[src/rtl/gray_frame_writer_pkg.sv]
`default_nettype none
// ============================================================================
// Module      : gray_pkg
// Description : State encoding, luma coefficients and RGB unpack helper for
//               gray_frame_writer.
// Revision    : 1.0 - initial release
// ============================================================================
package gray_pkg;

    localparam logic [1:0] c_IDLE  = 2'd0;
    localparam logic [1:0] c_RUN   = 2'd1;
    localparam logic [1:0] c_DRAIN = 2'd2;
    localparam logic [1:0] c_DONE  = 2'd3;

    localparam int c_LUMA_R = 77;
    localparam int c_LUMA_G = 150;
    localparam int c_LUMA_B = 29;

    localparam int c_MAX_CH_W = 16;

    // idx 2 = R, 1 = G, 0 = B of a packed {R,G,B} word with ch_w-bit channels
    function automatic logic [c_MAX_CH_W-1:0] rgb_chan(
        input logic [3*c_MAX_CH_W-1:0] word,
        input int                      ch_w,
        input int                      idx
    );
        logic [c_MAX_CH_W-1:0] res;
        res = '0;
        for (int k = 0; k < c_MAX_CH_W; k++) begin
            if (k < ch_w) res[k] = word[idx*ch_w + k];
        end
        return res;
    endfunction

endpackage
`default_nettype wire

[src/rtl/gray_frame_writer_gray_conv.sv]
`default_nettype none
// ============================================================================
// Module      : gray_conv
// Description : Combinational RGB -> gray. GRAY_LUMA_EN selects weighted luma,
//               otherwise the (R + 2G + B) >> 2 average.
// Revision    : 1.0 - initial release
// ============================================================================
module gray_conv
    import gray_pkg::*;
#(
    parameter int CH_W = 4
) (
    input  logic [3*CH_W-1:0] rgb,
    output logic [CH_W-1:0]   gray
);

    logic [3*c_MAX_CH_W-1:0] w_word;
    logic [CH_W-1:0]         w_r;
    logic [CH_W-1:0]         w_g;
    logic [CH_W-1:0]         w_b;

    assign w_word = (3*c_MAX_CH_W)'(rgb);
    assign w_r    = CH_W'(rgb_chan(w_word, CH_W, 2));
    assign w_g    = CH_W'(rgb_chan(w_word, CH_W, 1));
    assign w_b    = CH_W'(rgb_chan(w_word, CH_W, 0));

`ifdef GRAY_LUMA_EN
    logic [CH_W+7:0] w_acc;

    assign w_acc = (CH_W+8)'(c_LUMA_R) * (CH_W+8)'(w_r)
                 + (CH_W+8)'(c_LUMA_G) * (CH_W+8)'(w_g)
                 + (CH_W+8)'(c_LUMA_B) * (CH_W+8)'(w_b);
    assign gray  = CH_W'(w_acc >> 8);
`else
    logic [CH_W+1:0] w_sum;

    assign w_sum = (CH_W+2)'(w_r) + (CH_W+2)'({w_g, 1'b0}) + (CH_W+2)'(w_b);
    assign gray  = CH_W'(w_sum >> 2);
`endif

endmodule
`default_nettype wire

[src/rtl/gray_frame_writer.sv]
`default_nettype none
// ============================================================================
// Module      : gray_frame_writer
// Description : Streams NPIX RGB pixels from a registered source memory through
//               a gray converter into the frame memory at dst_base+i.
//               Macro GRAY_LUMA_EN selects the luma conversion in gray_conv.
// Revision    : 1.0 - initial release
// ============================================================================
module gray_frame_writer
    import gray_pkg::*;
#(
    parameter int ADDR_W = 10,
    parameter int NPIX   = 1024,
    parameter int CH_W   = 4
) (
    input  logic              clk,
    input  logic              rst,
    input  logic              start,
    input  logic [ADDR_W-1:0] dst_base,
    output logic              busy,
    output logic              done,
    output logic              src_rd_en,
    output logic [ADDR_W-1:0] src_addr,
    input  logic [3*CH_W-1:0] src_data,
    output logic              dst_wr_en,
    output logic [ADDR_W-1:0] dst_addr,
    output logic [3*CH_W-1:0] dst_data,
    input  logic              dst_ready
);

    localparam logic [ADDR_W:0] c_LAST = (ADDR_W+1)'(NPIX - 1);

    logic [1:0]        r_state;
    logic [1:0]        w_next;
    logic [ADDR_W:0]   r_cnt;
    logic [ADDR_W-1:0] r_base;
    logic [ADDR_W-1:0] r_idx1;
    logic              r_v1;
    logic              r_v2;
    logic [ADDR_W-1:0] r_dst_addr;
    logic [3*CH_W-1:0] r_dst_data;
    logic [CH_W-1:0]   w_gray;
    logic              w_stall;
    logic              w_issue;
    logic              w_last_acc;

    // A presented-but-unaccepted write freezes every pipeline stage.
    assign w_stall    = r_v2 && !dst_ready;
    assign w_issue    = (r_state == c_RUN) && !w_stall;
    assign w_last_acc = (r_state == c_DRAIN) && r_v2 && dst_ready && !r_v1;

    always_ff @(posedge clk) begin
        if (!rst) r_state <= c_IDLE;
        else      r_state <= w_next;
    end

    always_comb begin
        w_next = r_state;
        case (r_state)
            c_IDLE:  if (start) w_next = c_RUN;
            c_RUN:   if (w_issue && (r_cnt == c_LAST)) w_next = c_DRAIN;
            c_DRAIN: if (w_last_acc) w_next = c_DONE;
            c_DONE:  w_next = c_IDLE;
            default: w_next = c_IDLE;
        endcase
    end

    always_comb begin
        busy      = 1'b0;
        done      = 1'b0;
        src_rd_en = 1'b0;
        if (r_state != c_IDLE) busy = 1'b1;
        if (r_state == c_DONE) done = 1'b1;
        if (w_issue)           src_rd_en = 1'b1;
    end

    always_ff @(posedge clk) begin
        if (!rst) begin
            r_cnt      <= '0;
            r_base     <= '0;
            r_idx1     <= '0;
            r_v1       <= 1'b0;
            r_v2       <= 1'b0;
            r_dst_addr <= '0;
            r_dst_data <= '0;
        end else begin
            if ((r_state == c_IDLE) && start) begin
                r_base <= dst_base;
                r_cnt  <= '0;
            end
            if (r_state == c_DONE) r_cnt <= '0;
            if (w_issue) begin
                r_cnt  <= r_cnt + 1'b1;
                r_idx1 <= r_cnt[ADDR_W-1:0];
            end
            if (!w_stall) begin
                r_v1 <= w_issue;
                r_v2 <= r_v1;
                if (r_v1) begin
                    r_dst_addr <= r_base + r_idx1;
                    r_dst_data <= {3{w_gray}};
                end
            end
        end
    end

    gray_conv #(
        .CH_W (CH_W)
    ) u_conv (
        .rgb  (src_data),
        .gray (w_gray)
    );

    assign src_addr  = r_cnt[ADDR_W-1:0];
    assign dst_wr_en = r_v2;
    assign dst_addr  = r_dst_addr;
    assign dst_data  = r_dst_data;

endmodule
`default_nettype wire

[config.mk]
export PLATFORM = sky130hd
export DESIGN_NAME = gray_frame_writer
export DESIGN_NICKNAME = d
export VERILOG_FILES = /design/src/rtl/gray_frame_writer_pkg.sv /design/src/rtl/gray_frame_writer_gray_conv.sv /design/src/rtl/gray_frame_writer.sv
export SDC_FILE = /design/constraint.sdc
export NUM_CORES = 1
export LEC_CHECK = 0
export CAP_MARGIN = 20
export CORE_MARGIN = 2
export CORE_UTILIZATION = 54
export DETAILED_ROUTE_END_ITERATION = 10
export PLACE_DENSITY_LB_ADDON = 0.1
export SYNTH_ARGS = -nofsm -noshare
export SYNTH_HDL_FRONTEND = slang
export SYNTH_SLANG_ARGS = --single-unit
[constraint.sdc]
create_clock -name clk -period 4.5 [get_ports clk]
set_input_delay 0.675 -clock clk [delete_from_list [all_inputs] [get_ports clk]]
set_output_delay 0.675 -clock clk [all_outputs]
set_load 0.02 [all_outputs]
# After elaboration in Yosys (flattened, before gate mapping)
# Cells that the tools add are included.
[totals]
register_bits = 57
input_bits = 26
output_inout_bits = 36
wordCells = 45
[classes]
addsub = 4
n_eq_ne = 7
mux = 10
bitwise_logic = 1
n_reduce_logical = 15
[ops]
columns = ["op", "count"]
rows = [
  ["11-bit two-way mux", 3],
  ["11-bit by 1-bit adder with 11-bit output, second input constant", 1],
  ["11-bit by 10-bit equality test with 1-bit output, second input constant", 1],
  ["10-bit adder", 1],
  ["2-bit one-hot mux with 4 select lines", 1],
  ["1-bit logical AND", 7],
  ["4-bit by 5-bit adder with 6-bit output", 1],
  ["6-bit by 4-bit adder with 6-bit output", 1],
  ["2-bit two-way mux", 3],
  ["2-bit equality test, second input constant", 2],
  ["2-bit inequality test, second input constant", 2],
  ["1-bit zero test", 3],
  ["1-bit two-way mux", 3],
  ["3-bit AND reduction", 1],
  ["3-bit nonzero test", 1],
  ["2-bit by 1-bit equality test with 1-bit output, second input constant", 1],
  ["2-bit zero test", 1],
  ["2-bit by 1-bit inequality test with 1-bit output, second input constant", 1],
  ["2-bit AND reduction", 1],
  ["2-bit nonzero test", 1],
  ["1-bit NOT", 1],
]

# Logic depth before layout (Yosys ltp)
[depth]
word_depth = 7
depth_mapped = 8
ltp_nobuf = 8

# Hierarchy
# Synthesis repeated with hierarchy kept, for this count alone.
[unflattened]
cells_unflattened = 357
hier_area_um2 = 2821.5
[by_module_without_submodules]
columns = ["mod", "n_inst", "cells_each", "area_per_inst_um2", "seq_area_each_um2"]
rows = [
  ["gray_frame_writer", 1, 331, 2588.7, 980.9],
  ["gray_conv", 1, 26, 232.7, 0.0],
]

# Least setup slack after synthesis
# OpenSTA, ideal clock, no wires.
[synth_path]
path_type = "input to output"
start = "input port dst_ready"
end = "output port src_rd_en"
arrival_time_ps = 1634
required_time_ps = 3825
slack_ps = 2191
path_stages = 5
n_path_buf = 2
cell_sequence = "nand2b_1 nand2_1 inv_1 clkbuf_1 buf_1"
[synth_between]
elab_chain_cells = 5
[synth_lines]
columns = ["item", "line_no", "text"]
rows = [
  ["start: declaration", "gray_frame_writer.sv:28", "input logic dst_ready"],
  ["1-bit zero test", "gray_frame_writer.sv:48", "assign w_stall = r_v2 && !dst_ready;"],
  ["1-bit logical AND", "gray_frame_writer.sv:48", ""],
  ["1-bit zero test", "--", ""],
  ["1-bit logical AND", "gray_frame_writer.sv:49", "assign w_issue = (r_state == c_RUN) && !w_stall;"],
  ["1-bit two-way mux", "gray_frame_writer.sv:74", "if (w_issue) src_rd_en = 1'b1;"],
  ["end: declaration", "gray_frame_writer.sv:22", "output logic src_rd_en,"],
]
# Every way passes these cells.

# Final worst setup path
# Same ends and word-level chain as after synthesis.

==> results.md <==
* Outcome: finished, final reports clean
* Total power at 1.33 mW
* Most common cell on crit path: clkdlybuf4s50_1
* Min Clock Period, post-route at between 2000 and 3000 ps
* WL per Instance at approximately 13 um
* Share of cells above drive strength 1 at under 10%
* Class of the most critical setup path: in -> out
* Core area at 4820 um^2
* Placer Congestion at between 0.8 and 0.9
* Post-CTS Setup Bufs at 0
* Seq/Total Area, Yosys at between 30% and 40%
* Leakage at between 1 and 1.5 nW
* Residual DRC count at 0
* CTS buffer count at 5
* Die width at ~75 um
* ANT nets after route at 0
* Logic gate share of total power at between 30% and 40%
* Area of the mapped netlist at between 2000 and 3000 um^2
* 1st-iter DRT viols at roughly 110
* Synthesized flop and latch total at 49
* Number of max-cap violations at 0
* Largest net degree at the start of global routing at 26
* Least-Margin Pin Slew at between 700 and 800 ps
* RSZ-0062 raised after global routing: no
* Setup slack at placement at 1520 ps
* Hpwl dp at about 4.4 mm
* Worst path bufs/invs at 4
* Clk_skew at around 4.3 ps
* Pwr dens at between 300 and 400 nW/um^2
* Ys flop type: dfxtp_1
* Via count of the first global-routing pass at 2240
* Final core occ at around 70%
* Final Cycle Share at between 60% and 70%
* Worst Path Required at about 3800 ps
* Nets at between 400 and 500
* Antenna cell count at 0
* Total congestion overflow at 0
* Max-slew violation count at 0
* Die Area at around 5700 um^2
* Max VDD drop at approximately 0.40 mV
* Clk sink count at 49
* Area Overhead vs Synth at 23.1%
* Initial antenna violation count at 0
* YS warnings at 0
* Critical Path Max Stage Delay at around 600 ps
* CP Data Arrival Time at around 2300 ps
* Psw at between 0.5 and 0.6 mW
* Drt pass-1 iters at 4
* Post-synth top area share at 35.8%
* Commonest non-fill, non-tap cells in the layout: 61 x nand2_1, 61 x clkdlybuf4s50_1, 49 x dfxtp_1
* Asr flop ratio synth at 0%
* Critical path cell sequence: clkdlybuf4s50_1, nand2b_1, nand2_1, buf_4, inv_1, clkdlybuf4s50_1
* Critical path peak fanout at 23
* Htree depth at 2
* R2r setup slk at roughly 2000 ps
* TritonCTS clock tree: yes
* Port bufs at a little over 60
* Synth cell types at 45
* Worst hold path depth at 2
* Cell count after synthesis at between 300 and 400
* Synth area leader: dfxtp_1
* Reg clk slew, reported paths at ~90 ps
* Setup TNS at 0 ps
* CTS Root Cell: clkbuf_8
* HP Class: reg -> reg
* Max Fclk at about 340 MHz
* Levels on crit path at 6
* Gr usage total at between 20 and 25%
* Flop pwr share at between 30% and 40%
* CTS Hold Buffers Added at 0
* Via count at 2472
* Clock share of power at roughly a fifth
* R2R depth at 9
* First-pass GRT wire length at roughly 9.5 mm
* Post-Route WL at between 5 and 6 mm
* FP Rows at 25
* Post-cts sizing count at 0
* Initial Util at ~57%
* Dominant cells by area after synthesis: dfxtp_1 36%, nand2_1 8.4%, ha_1 7.8%, a21oi_1 6.9%, buf_4 4.9%
* I/O Pins at 62
* Skew-Pair Late Insertion Delay at ~300 ps
* Die Y at approximately 75 um
* Mapped Nets at a little under 400
* Endpoints failing setup at 0
* Vias per inst at between 5 and 6
* Critical path launch point type: input pin
* Slew margin rel. at approximately half
* Critical path's top delay family: buffers and inverters
* Switching Fraction at about 38%
* Post-synth EDFFs at 0
* Setup crit end kind: output pin
* Internal Pwr Total at 0.824 mW
* Final hold vios at 0
* Mean Syn Cell Area at between 8 and 9 um^2
* Clock tree buffer depth at 2
* Post-route setup slack at 1520 ps
* Slowest-stage cell, CP: clkdlybuf4s50_1
## power by group through the flow
stage                     Combinational, mW  Clock, mW  Sequential, mW
after detailed placement              0.524          0           0.529
after CTS                             0.525      0.289           0.519
after global placement                0.512          0           0.526
after floorplan                       0.348          0           0.539
final                                 0.524      0.282           0.519
after global routing                  0.585      0.303           0.526
## logic make-up after synthesis
logic type,synth area share [%]
AO/OA/AOI/OAI,20.3
adder cells (fa/ha/maj),11.4
AND/OR/NAND/NOR,21.9
multiplexers,1.10
XOR/XNOR,0.640
buffers and inverters,8.78
flip-flops,35.8
## path summary, 6_finish.rpt
check | from | to
min | dst_addr[3] | dst_addr[3]
max reg2reg | r_state[1] | r_cnt[6]
min reg2reg | dst_addr[3] | dst_addr[3]
max | dst_ready | src_rd_en
## layer usage
layer | routed length [um] | share of wire [%] | track usage, %
met1 | 2610 | 44 | 26.6
met2 | 3000 | 51 | 39.2
met3 | 264 | 4.5 | 3.61
met4 | 48 | 0.81 | 5.85
met5 | 0 | 0 | 0
## synthesized netlist by cell type, types with 4 or more instances
cell type,count
ha_1,17
a211oi_1,7
dfxtp_1,49
o21ai_0,16
and3_1,4
a21boi_0,4
nor3_1,6
nor4_1,7
a21oi_1,38
nand2_1,61
or3_1,4
nor2_1,23
inv_1,13
fa_1,5
buf_4,18
clkbuf_1,12
nor2b_1,5
a41o_1,4
## tightest hold or removal path: stages, from the launching register on
cell	delay [ps]
dfxtp_1	320
nand2_1	50
a21oi_1	50
## flip-flops by register name, indices dropped and copies added, names as in the netlist
name / flops
dst_wr_en: 1
r_v1: 1
r_state: 2
r_cnt: 11
dst_data: 4
r_base: 10
r_idx1: 10
dst_addr: 10
## metrics by stage
stage / hold WS, ps / cell area [um^2] / cells
floorplan: 440 / 2740 / 339
global placement: 439 / 3270 / 438
detailed placement: 444 / 3270 / 438
CTS: 457 / 3370 / 446
global route: 487 / 3370 / 446
finish: 453 / 3370 / 446
## layout make-up
type,instances,area [um^2]
inverter,13,48.8
tap,67,83.8
multi-input combinational,244,1520
clock buffer,6,82.6
clock inverter,2,17.5
timing repair buffer,65,641
fill,428,1450
sequential,49,981
No activity file was read; power rests on OpenSTA's default activity.
==> edit, RTL diff (same settings) <==
Change the parameter `NPIX` from 1024 to 512.
--- a/src/rtl/gray_frame_writer.sv
+++ b/src/rtl/gray_frame_writer.sv
@@ -11,5 +11,5 @@
 #(
     parameter int ADDR_W = 10,
-    parameter int NPIX   = 1024,
+    parameter int NPIX   = 512,
     parameter int CH_W   = 4
 ) (
Behaviour: same outputs for any inputs over 10 cycles, from zero or initial values and one cycle with rst low; that may be too few to reach the edited logic, so the function may still have changed.
==> edit against the original RTL <==
  * Routed wire length increased by 0.19%
  * Largest cell class unchanged
  * Sequential cell count stayed put
  * Worst setup slack lost 12 ps
  * Non-clock buffer count is 1 lower
  * Register-to-register slack gained 440 ps
  * Synthesized area is 3.2% higher
  * Power increased by 3.9%
  * Final area grew 2.7%
  * First-iteration DRC count up 18%
==> edit: results (changes against the original RTL) <==
[setup_path]
r2r-end=r_cnt[2]$_SDFFE_PN0P_
crit_fanout=22  ; -4.3%
r2r_slack_ps=2490  ; +440 ps

[placement]
place_congestion=0.838  ; +2.4%
placed_cell_area_mm2=0.00335  ; +2.4%
dp_hpwl_um=4460  ; +0.75%
pre_cts_slack_ps=1510  ; -13.4 ps

[yosys]
yosys-top-cells-area=dfxtp_1 35%, nand2_1 8.4%, ha_1 7.5%
synthCells=336  ; -0.88%
syn_nets=384  ; -0.78%
yosysUniqueCellTypes=47  ; +4.4%

[route]
routed_wl_um=5940  ; +0.19%
drtPass1Iterations=4  ; unchanged
met1_length_um=2740  ; +4.7%
wl_met2_um=2920  ; -2.9%
met3WireLength_um=236  ; -11%
dr_total_vias=2390  ; -3.3%
first_iter_violations=131  ; +18%
wl_per_cell_um=13.3  ; +0.19%

[global_route]
grt_use_total=0.214  ; -0.00239
grt_pass1_vias=2234  ; -0.27%
grt_util_met1=0.277  ; +0.0115
grt_pass1_wl_um=10300  ; +7.9%
grt_max_degree=34  ; +31%
use_met3=0.0403  ; +0.00414

[power]
leakagePower_nw=1.36  ; +3.3%
ir_drop_mv=0.351  ; -11%

[sta]
worst_pin_slew_ps=910  ; +170 ps
min_period_ps=3000  ; +12.2 ps
fin_hold_ws_ps=474  ; +20.8 ps

[worst_hold_path]
hp-start=r_idx1[3]$_SDFFE_PN0P_
whs_endpoint=r_idx1[3]$_SDFFE_PN0P_

[layout]
fill_cells=459  ; +7.2%
finalNetCount=423  ; -0.70%
multi_input_area_mm2=0.00160  ; +5.8%
drive_above_1_share=0.0479  ; +0.00302

[status]
status=finished, final reports clean

edit: critical path: cells and delay by family:
family | cells | cell delay [ps]
buf+inv | 4 | 1410
simple gates | 2 | 240
edit: layout make-up:
class / count / area share
Inverter: 12 / 0.0130
Clock inverter: 2 / 0.0112
Sequential cell: 49 / 0.283
Multi-Input combinational cell: 243 / 0.463
Timing Repair Buffer: 64 / 0.183
Tap cell: 70 / 0.0253
Clock buffer: 6 / 0.0210
edit: power breakdown:
group          switching [mW]  internal, mW
clock                   0.147         0.167
combinational           0.313         0.224
sequential             0.0428         0.484
edit: logic make-up (layout without fill, tap and decap cells):
family          count (synthesis)  in the layout  synth area share
flops                          49             49             0.347
simple gates                  133            133             0.232
compound gates                 84             84             0.212
xor+xnor                        2              2           0.00620
buf+inv                        44             84            0.0850
fa+ha+maj                      22             22             0.111
mux                             2              2           0.00709
